$ cat src/rtl/hog_norm_pkg.sv
// Shared constants for the HOG block-normalisation phase controller:
// FSM encodings, port-A owner codes, error bit positions and cell count helpers.
package hog_norm_pkg;

    localparam logic [2:0] ST_IDLE      = 3'd0;
    localparam logic [2:0] ST_SOS_RUN   = 3'd1;
    localparam logic [2:0] ST_SOS_DRAIN = 3'd2;
    localparam logic [2:0] ST_NORM_RUN  = 3'd3;
    localparam logic [2:0] ST_DONE      = 3'd4;

    localparam logic [1:0] OWN_NONE = 2'd0;
    localparam logic [1:0] OWN_SOS  = 2'd1;
    localparam logic [1:0] OWN_NORM = 2'd2;

    localparam int unsigned ERR_OVERRUN = 0;
    localparam int unsigned ERR_STRAY   = 1;

    localparam int unsigned CNT_W         = 11;
    localparam int unsigned DEF_CELL_ROWS = 32;
    localparam int unsigned DEF_CELL_COLS = 32;
    localparam int unsigned CELLS         = DEF_CELL_ROWS * DEF_CELL_COLS;

    // Owner of the histogram port A for a given controller state.
    function automatic logic [1:0] owner_of(input logic [2:0] st);
        case (st)
            ST_SOS_RUN, ST_SOS_DRAIN: owner_of = OWN_SOS;
            ST_NORM_RUN:              owner_of = OWN_NORM;
            default:                  owner_of = OWN_NONE;
        endcase
    endfunction

endpackage

$ cat src/rtl/hog_bank_addr_mux.sv
// Owner-selected port address mux for the four histogram BRAM banks.
// Purely combinational so reader-to-BRAM latency is untouched.
module hog_bank_addr_mux
    import hog_norm_pkg::*;
#(
    parameter int unsigned ADDR_W = 13,
    parameter int unsigned NBANKS = 4
) (
    input  logic [1:0]               sel,
    input  logic [NBANKS*ADDR_W-1:0] sos_addr,
    input  logic [NBANKS*ADDR_W-1:0] norm_addr,
    output logic [NBANKS*ADDR_W-1:0] bank_addr
);

    always_comb begin
        case (sel)
            OWN_SOS:  bank_addr = sos_addr;
            OWN_NORM: bank_addr = norm_addr;
            default:  bank_addr = '0;
        endcase
    end

endmodule

$ cat src/rtl/hog_norm_phase_ctrl.sv
// Phase controller for HOG block normalisation: sequences the sum-of-squares
// pass, a drain gap, then the normalisation pass, owning histogram port A.
module hog_norm_phase_ctrl
    import hog_norm_pkg::*;
#(
    parameter int unsigned CELL_ROWS    = 32,
    parameter int unsigned CELL_COLS    = 32,
    parameter int unsigned DRAIN_CYCLES = 4,
    parameter int unsigned ADDR_W       = 13,
    parameter int unsigned DELAY        = 1
) (
    input  logic                  aclk,
    input  logic                  arest_n,
    input  logic                  histogram_done,
    output logic                  sos_start,
    input  logic                  sos_valid,
    input  logic [4*ADDR_W-1:0]   sos_addra,
    output logic                  norm_start,
    input  logic                  norm_cell_valid,
    input  logic [4*ADDR_W-1:0]   norm_addra,
    output logic [4*ADDR_W-1:0]   normal_addra,
    output logic [1:0]            owner,
    output logic                  busy,
    output logic                  frame_done,
    output logic [CNT_W-1:0]      cell_cnt,
    output logic [1:0]            err
);

    localparam int unsigned      NCELLS     = CELL_ROWS * CELL_COLS;
    localparam logic [CNT_W-1:0] LAST_CELL  = CNT_W'(NCELLS - 1);
    localparam int unsigned      DRN_W      = (DRAIN_CYCLES > 1) ? $clog2(DRAIN_CYCLES) : 1;
    localparam logic [DRN_W-1:0] DRAIN_LOAD = DRN_W'(DRAIN_CYCLES - 1);

    // DELAY is retained for interface compatibility; registers update without delay.
    logic unused_delay;
    assign unused_delay = (DELAY != 0);

    logic [2:0]       state, state_nxt;
    logic [DRN_W-1:0] drain_cnt, drain_nxt;
    logic [CNT_W-1:0] cnt_nxt;
    logic [1:0]       err_nxt;
    logic             sos_start_nxt, norm_start_nxt;

    always_comb begin
        state_nxt      = state;
        cnt_nxt        = cell_cnt;
        drain_nxt      = drain_cnt;
        sos_start_nxt  = 1'b0;
        norm_start_nxt = 1'b0;
        case (state)
            ST_IDLE: begin
                if (histogram_done) begin
                    state_nxt     = ST_SOS_RUN;
                    cnt_nxt       = '0;
                    sos_start_nxt = 1'b1;
                end
            end
            ST_SOS_RUN: begin
                if (sos_valid) begin
                    if (cell_cnt == LAST_CELL) begin
                        state_nxt = ST_SOS_DRAIN;
                        cnt_nxt   = '0;
                        drain_nxt = DRAIN_LOAD;
                    end else begin
                        cnt_nxt = cell_cnt + 1'b1;
                    end
                end
            end
            ST_SOS_DRAIN: begin
                if (drain_cnt == '0) begin
                    state_nxt      = ST_NORM_RUN;
                    norm_start_nxt = 1'b1;
                end else begin
                    drain_nxt = drain_cnt - 1'b1;
                end
            end
            ST_NORM_RUN: begin
                if (norm_cell_valid) begin
                    cnt_nxt = cell_cnt + 1'b1;
                    if (cell_cnt == LAST_CELL) state_nxt = ST_DONE;
                end
            end
            default: state_nxt = ST_IDLE;
        endcase
    end

    // A valid pulse is stray whenever its own pass is not running.
    always_comb begin
        err_nxt = err;
        if (histogram_done && (state != ST_IDLE))
            err_nxt[ERR_OVERRUN] = 1'b1;
        if ((sos_valid && (state != ST_SOS_RUN)) ||
            (norm_cell_valid && (state != ST_NORM_RUN)))
            err_nxt[ERR_STRAY] = 1'b1;
    end

    always_ff @(posedge aclk or negedge arest_n) begin
        if (!arest_n) begin
            state      <= ST_IDLE;
            cell_cnt   <= '0;
            drain_cnt  <= '0;
            err        <= '0;
            owner      <= OWN_NONE;
            sos_start  <= 1'b0;
            norm_start <= 1'b0;
            frame_done <= 1'b0;
        end else begin
            state      <= state_nxt;
            cell_cnt   <= cnt_nxt;
            drain_cnt  <= drain_nxt;
            err        <= err_nxt;
            owner      <= owner_of(state_nxt);
            sos_start  <= sos_start_nxt;
            norm_start <= norm_start_nxt;
            frame_done <= (state_nxt == ST_DONE);
        end
    end

    assign busy = (state != ST_IDLE);

    hog_bank_addr_mux #(
        .ADDR_W (ADDR_W),
        .NBANKS (4)
    ) u_addr_mux (
        .sel       (owner),
        .sos_addr  (sos_addra),
        .norm_addr (norm_addra),
        .bank_addr (normal_addra)
    );

endmodule

$ cat config.mk
export PLATFORM = sky130hd
export DESIGN_NAME = hog_norm_phase_ctrl
export DESIGN_NICKNAME = d
export VERILOG_FILES = /design/src/rtl/hog_norm_pkg.sv /design/src/rtl/hog_bank_addr_mux.sv /design/src/rtl/hog_norm_phase_ctrl.sv
export SDC_FILE = /design/constraint.sdc
export NUM_CORES = 1
export LEC_CHECK = 0
export ABC_AREA = 1
export CORE_MARGIN = 8
export CORE_UTILIZATION = 31
export CTS_CLUSTER_DIAMETER = 60
export DETAILED_ROUTE_END_ITERATION = 12
export GPL_TIMING_DRIVEN = 0
export PLACE_DENSITY = 0.91
export SYNTH_ARGS = -nofsm -noshare
export SYNTH_HDL_FRONTEND = slang
export SYNTH_SLANG_ARGS = --single-unit
$ cat constraint.sdc
create_clock -name aclk -period 2.1 [get_ports aclk]
set_input_delay 0.42 -clock aclk [delete_from_list [all_inputs] [get_ports aclk]]
set_output_delay 0.42 -clock aclk [all_outputs]
set_load 0.02 [all_outputs]
; ---- Word level (Yosys, flattened, before mapping)
; Cells that the tools add are included.
[totals]
wordCells = 62
reg_bits = 23
out_inout_bits = 71
[op_classes]
n_addsub = 2
mux = 22
reduce_logical = 12
eq_ne = 17
[op_table]
columns = op, n
row1 = $pmux W52 S2, 1
row2 = $mux W11, 4
row3 = $pmux W11 S3, 1
row4 = $mux W3, 6
row5 = $eq A3 B2 Y1 const B, 4
row6 = $pmux W3 S4, 1
row7 = $add A11 B1 Y11 const B, 1
row8 = $eq A11 B10 Y1 const B, 1
row9 = $ne A2 B2 Y1 const B, 5
row10 = $pmux W2 S2, 2
row11 = $reduce_and A4 Y1, 2
row12 = $eq A3 B1 Y1 const B, 2
row13 = $mux W2, 3
row14 = $reduce_bool A3 Y1, 2
row15 = $mux W1, 4
row16 = $eq A3 B3 Y1 const B, 1
row17 = $logic_and A1 B1 Y1, 3
row18 = $logic_not A3 Y1, 1
row19 = $ne A3 B1 Y1 const B, 1
row20 = $ne A3 B2 Y1 const B, 1
row21 = $eq A2 B1 Y1 const B, 1
row22 = $eq A2 B2 Y1 const B, 1
row23 = $logic_not A2 Y1, 1
row24 = $reduce_bool A2 Y1, 1
row25 = other kinds (3), 3

; ---- Depth between registers and ports, before layout
; Gate-level depths: netlist (run 1).
[logic_depth]
ltp_word = 7
depth_mapped = 10

; ---- Cells and area by module
; From an unflattened synthesis (run 1), not the netlist that was laid out.
[hier_totals]
cells_unflattened = 335
area_unflattened_um2 = 2060.7
[modules_own_cells]
columns = module, seq_area_each_um2, instances, cells_per_inst, area_each_um2
row1 = hog_norm_phase_ctrl, 575.6, 1, 157, 1222.4
row2 = hog_bank_addr_mux, 0.0, 1, 178, 838.3

; ---- Worst setup path after synthesis (run 1)
; Ideal clock, no wire load.
[synth_timing]
kind = register to output
startpoint = register owner[1]
endpoint = output port normal_addra[0]
n_path_buf = 2
slack_ns = 0.109
stages_incl_launch_ff = 7
t_arrival_ns = 1.571
required_ns = 1.680
cell_sequence = dfrtp_1 inv_1 ha_1 clkbuf_1 clkbuf_1 nand2_1 a21oi_1
[synth_between]
elab_chain_len = 2
word_cells_on_any_way = 3
cone_classes = eq/ne (2) / mux (1)
[synth_rtl]
columns = element, line
row1 = "start, declared", hog_norm_phase_ctrl.sv:22  ; output logic [1:0] owner,
row2 = "start signal, assigned", hog_norm_phase_ctrl.sv:112  ; owner <= owner_of(state_nxt);
row3 = $eq A2 B2 Y1 or $eq A2 B1 Y1 (tied branches), hog_bank_addr_mux.sv:16  ; case (sel)
row4 = $pmux W52 S2 (*), hog_bank_addr_mux.sv:16
row5 = "end, declared", hog_norm_phase_ctrl.sv:21  ; output logic [4*ADDR_W-1:0] normal_addra,
; Mark *: on every way between the ends. The rest lies on a longest branch, timed or not.

; ---- Worst setup path after layout (run 1)
[layout_timing]
startpoint = register owner[1]
endpoint = output port normal_addra[3]
; Same word-level chain as after synthesis.

==> results of run 1 <==
==> area by class of cell <==
class	instances	area [um2]
antenna	1	2.502
buffer	16	126.4
clock buffer	4	45.04
fill	556	2252
inverter	29	108.9
multi-input combinational	261	1196
sequential	23	575.6
tap	75	93.84
timing repair buffer	180	1555
==> cell families (layout without fill, tap and decap cells) <==
kind of cell / count (synthesis) / in the layout
buffers and inverters: 48 / 229
flip-flops: 23 / 23
adder cells (fa/ha/maj): 4 / 4
AO/OA/AOI/OAI: 63 / 63
AND/OR/NAND/NOR: 194 / 194
other: 0 / 1
==> flip-flops by register name (all words and copies together), names as in the netlist <==
signal and flops:
frame_done 1, drain_cnt 2, err 2, sos_start 1, cell_cnt 11, owner 2, state 3, norm_start 1
==> power by group through the flow <==
stage	clock network (W)	logic [W]	registers, W
6_report	0.000267	0.000699	0.000549
3_5_place_dp	0	0.000751	0.000558
4_1_cts	0.000276	0.000733	0.000549
3_3_place_gp	0	0.000731	0.000556
5_1_grt	0.000292	0.000755	0.000560
2_1_floorplan	0	0.000226	0.000613
==> layout by cell type, fill, tap and decap left out, types with 3 or more instances in the layout <==
cell	count
sky130_fd_sc_hd__nand2_1	140
sky130_fd_sc_hd__clkdlybuf4s50_1	127
sky130_fd_sc_hd__clkbuf_8	5
sky130_fd_sc_hd__clkbuf_2	10
sky130_fd_sc_hd__inv_1	26
sky130_fd_sc_hd__dfrtp_1	23
sky130_fd_sc_hd__nor2_1	30
sky130_fd_sc_hd__nor3_1	5
sky130_fd_sc_hd__nand3_1	10
sky130_fd_sc_hd__buf_2	40
sky130_fd_sc_hd__inv_2	3
sky130_fd_sc_hd__clkbuf_4	4
sky130_fd_sc_hd__buf_4	11
sky130_fd_sc_hd__a21oi_1	56
==> metrics by stage <==
stage | std cells | setup WS, ps | utilization | TNS (ps) | hold slack, ps
floorplan | 332 | 109.1 | - | 0 | 124.4
global placement | 586 | -559.8 | 0.6405 | -22390 | 460.5
finish | 589 | 100.9 | 0.6218 | 0 | 488.1
CTS | 588 | 0.7579 | 0.6651 | 0 | 486.5
global route | 589 | -2.878 | 0.6218 | -2.878 | 509.3
detailed placement | 586 | -572.5 | 0.6405 | -24630 | 466.6
==> worst paths after layout <==
path	to	slack, ps	cells past startpoint
max	normal_addra[3]	100	6
min	err[0]	490	1
max reg2reg	cell_cnt[2]	310	10
min reg2reg	err[0]	490	1
max in group asynchronous	owner[0]	800	1
min in group asynchronous	cell_cnt[9]	700	1
==> worst register-to-register path: cells and delay by family (launching register included) <==
family        cells  cell delay, ps
simple gates      8            1000
flops             1             430
fa+ha+maj         1             200
buf+inv           1              70
==> layer usage <==
layer | routed length (um) | part of all wire | global-route usage
met5 | 0 | 0 | 0
met1 | 3722 | 0.38 | 0.2083
met4 | 433 | 0.044 | 0.09883
met3 | 972 | 0.098 | 0.05873
met2 | 4780 | 0.48 | 0.3812
==> repair_timing <==
action                     CTS  global route
resized for setup          179            66
setup buffers                1             0
setup endpoints to repair   52            50
==> flow_results.org, run 1 <==
** Clocking
- The number of hold buffers added after CTS was 0.
- CTS root buf :: sky130_fd_sc_hd__clkbuf_8
- For the worst-skew pair, the clock arrives at the later sink with an insertion delay of 260 ps.
- TritonCTS built the clock tree.
- Count of clock tree sinks :: 23
- Buffers inserted during clock tree synthesis total 3.
- The clock passes through at most 2 buffers.
- H-tree level count :: 1
- Clock-pin slew was measured on the worst setup and hold paths at 80 ps.

** Pwr
- Overall power consumption after layout is estimated at 0.001515 W.
- Summed over all nets, the switching power comes to 0.0005134 W.
- Of the total power, registers draw 0.362.
- In this run the static leakage power is 1.781 nW.
- Of the total power, combinational logic draws 0.461.
- Of the total power, the share spent switching nets is 0.3389.
- The share of total power dissipated in the clock network is 0.176.
- Total internal power :: between 0.001 and 0.0015 W
- Power spread over the standard cell area amounts to around 400 nW/um2.
- IR analysis of the VDD net gives a maximum drop of approximately 0.00044 V.

** Floorplanning
- For this configuration, the core starts out at a cell density of 0.3239.
- The floorplan has 28 rows.
- Core Box Area :: 5956 um2
- From left edge to right edge, the die measures 94.89 um.
- Total Die Area :: 9004 um2
- Die extent in y :: 94.89 um
- IO Count :: 180

** Synthesis
- YS warnings :: 0
- Sorting the synthesized cells by area gives the leading types as sky130_fd_sc_hd__dfrtp_1 (30%), sky130_fd_sc_hd__nand2_1 (27%), sky130_fd_sc_hd__a21oi_1 (15%).
- Most frequent cells after synthesis :: sky130_fd_sc_hd__nand2_1 (140), sky130_fd_sc_hd__a21oi_1 (56), sky130_fd_sc_hd__nor2_1 (30), sky130_fd_sc_hd__inv_1 (26), sky130_fd_sc_hd__dfrtp_1 (23)
- In this run the cell area of the synthesized design comes to approximately 1900 um2.
- Synthesis produced about 330 cells.
- Dominant cell type by area after synthesis :: sky130_fd_sc_hd__dfrtp_1
- Of the total synthesized cell area, the portion taken by full adders, half adders and majority gates is 0.02594.
- Of the post-synthesis cell area, the dominant cell type holds 0.2983.
- EDFF count, synth :: 0
- Most frequently used flop master after synthesis :: sky130_fd_sc_hd__dfrtp_1
- The share of the Yosys chip area taken by registers is 0.2983.
- In the post-synthesis netlist, the cell with the most instances is sky130_fd_sc_hd__nand2_1.
- Async SR Flop Fraction :: 1.000
- Mean Syn Cell Area :: 5.811 um2
- Multiplexer share of the synthesized area :: 0
- Largest family of logic cells by synthesized area :: simple AND/OR/NAND/NOR gates
- Xor and xnor fraction of the mapped netlist area :: 0
- Synthesis instantiated 22 different standard cells from the library.
- When the netlist entered floorplanning its net count stood at roughly 450.
- Complex-gate fraction of the synthesized area :: 0.1699
- Of the total synthesized cell area, the portion taken by AND, OR, NAND and NOR gates is 0.4086.
- After synthesis the netlist holds a flip-flop and latch count of 23.

** Global routing
- Number of global-route vias before repair :: 2,849
- Leftover overflow at the end of global routing :: 0
- Wire length of the first global-routing pass :: about 15,000 um
- Maximum number of pins on one net before global-route repair :: 24
- Initial antenna violation count :: 1
- GRT Util Overall :: 0.2064

** Placement
- Once placement finished, the instance area stood at 3815 um2.
- Routability-driven placement finished with a final weighted congestion of around 0.9.
- Post-detail-place hpwl :: 8282 um
- The count of buffers added on input and output ports is ~180.

** Routing
- Remaining routing DRC violations :: 0
- Number of nets still failing antenna checks after routing :: 0
- For this block, the routed nets add up to 9909 um of wire.
- The routed layout has 2,821 vias.
- Detailed-route wire length per cell :: roughly 17 um
- Before antenna repair, the detailed router went through 4 iterations.
- Detail-routed via count per cell :: 4.789
- Starting DRC count in detailed routing :: 79

** Setup path
- The worst setup path is launched from a register.
- For this run, the slowest stage of the critical path takes 430 ps.
- The critical path contains buffers and inverters numbering 3 combined.
- CP delay by family, top :: buffers and inverters
- CP Capture Type :: primary output
- CP Class :: register to primary output
- The slowest stage of the critical path is the sky130_fd_sc_hd__dfrtp_1 cell.
- The worst register-to-register path begins at cell_cnt[0].
- The critical path goes through inv_1 > ha_4 > buf_4 > nand2_1 > a21oi_1 > buf_4.
- By instance count, the cell type seen most on the critical path is sky130_fd_sc_hd__buf_4.
- Data on the critical path is required at its endpoint by 1680 ps.
- Largest fanout on the critical path :: 10
- Worst setup path start :: owner[1]
- Critical path data arrival time :: 1580 ps

** Timing
- The final max-slew violation count came to 0.
- Time the final worst path needs with I/O delays and setup :: between 1500 and 2000 ps
- Setup violations remaining at the end of the flow were counted as 0.
- Clock skew on the completed layout was measured at 2.981 ps.
- For the pin with the worst max-slew slack, the measured transition is 987.6 ps.
- Maximum clock frequency :: between 500 and 600 MHz
- Post-route clock period utilization :: 0.9520
- The final-report hold violation count is 0.
- Unrepaired setup endpoints after global routing :: yes
- In this run the tightest slew margin relative to its limit is 0.3395.

** Cells and area
- For this run, the post-layout net count is 627.
- Share of final-layout standard cells stronger than drive strength 1 :: 0.1637
- The finished cells cover 3704 um2.
- Relative area change from synthesis to final layout :: 91.96%

** Run status
- The flow ran to the end, and the final reports show no timing, DRC or antenna violations.

** Run
- Max-cap violations in this run came to 0.

** Worst hold path
- Path type of the worst min-delay path :: register to register
- Worst min-delay path startpoint :: err[0]
No activity file was read; power rests on OpenSTA's default activity.
==> run 2, diff against run 1 <==
--- a/config.mk
+++ b/config.mk
@@ -6,6 +6,7 @@
 export NUM_CORES = 1
 export LEC_CHECK = 0
 export ABC_AREA = 1
+export ABC_CLOCK_PERIOD_IN_PS = 2100
 export CORE_MARGIN = 8
 export CORE_UTILIZATION = 31
 export CTS_CLUSTER_DIAMETER = 60
==> results of run 2 <==
Same layout as run 1: the final DEF is identical, and so are final timing and power.
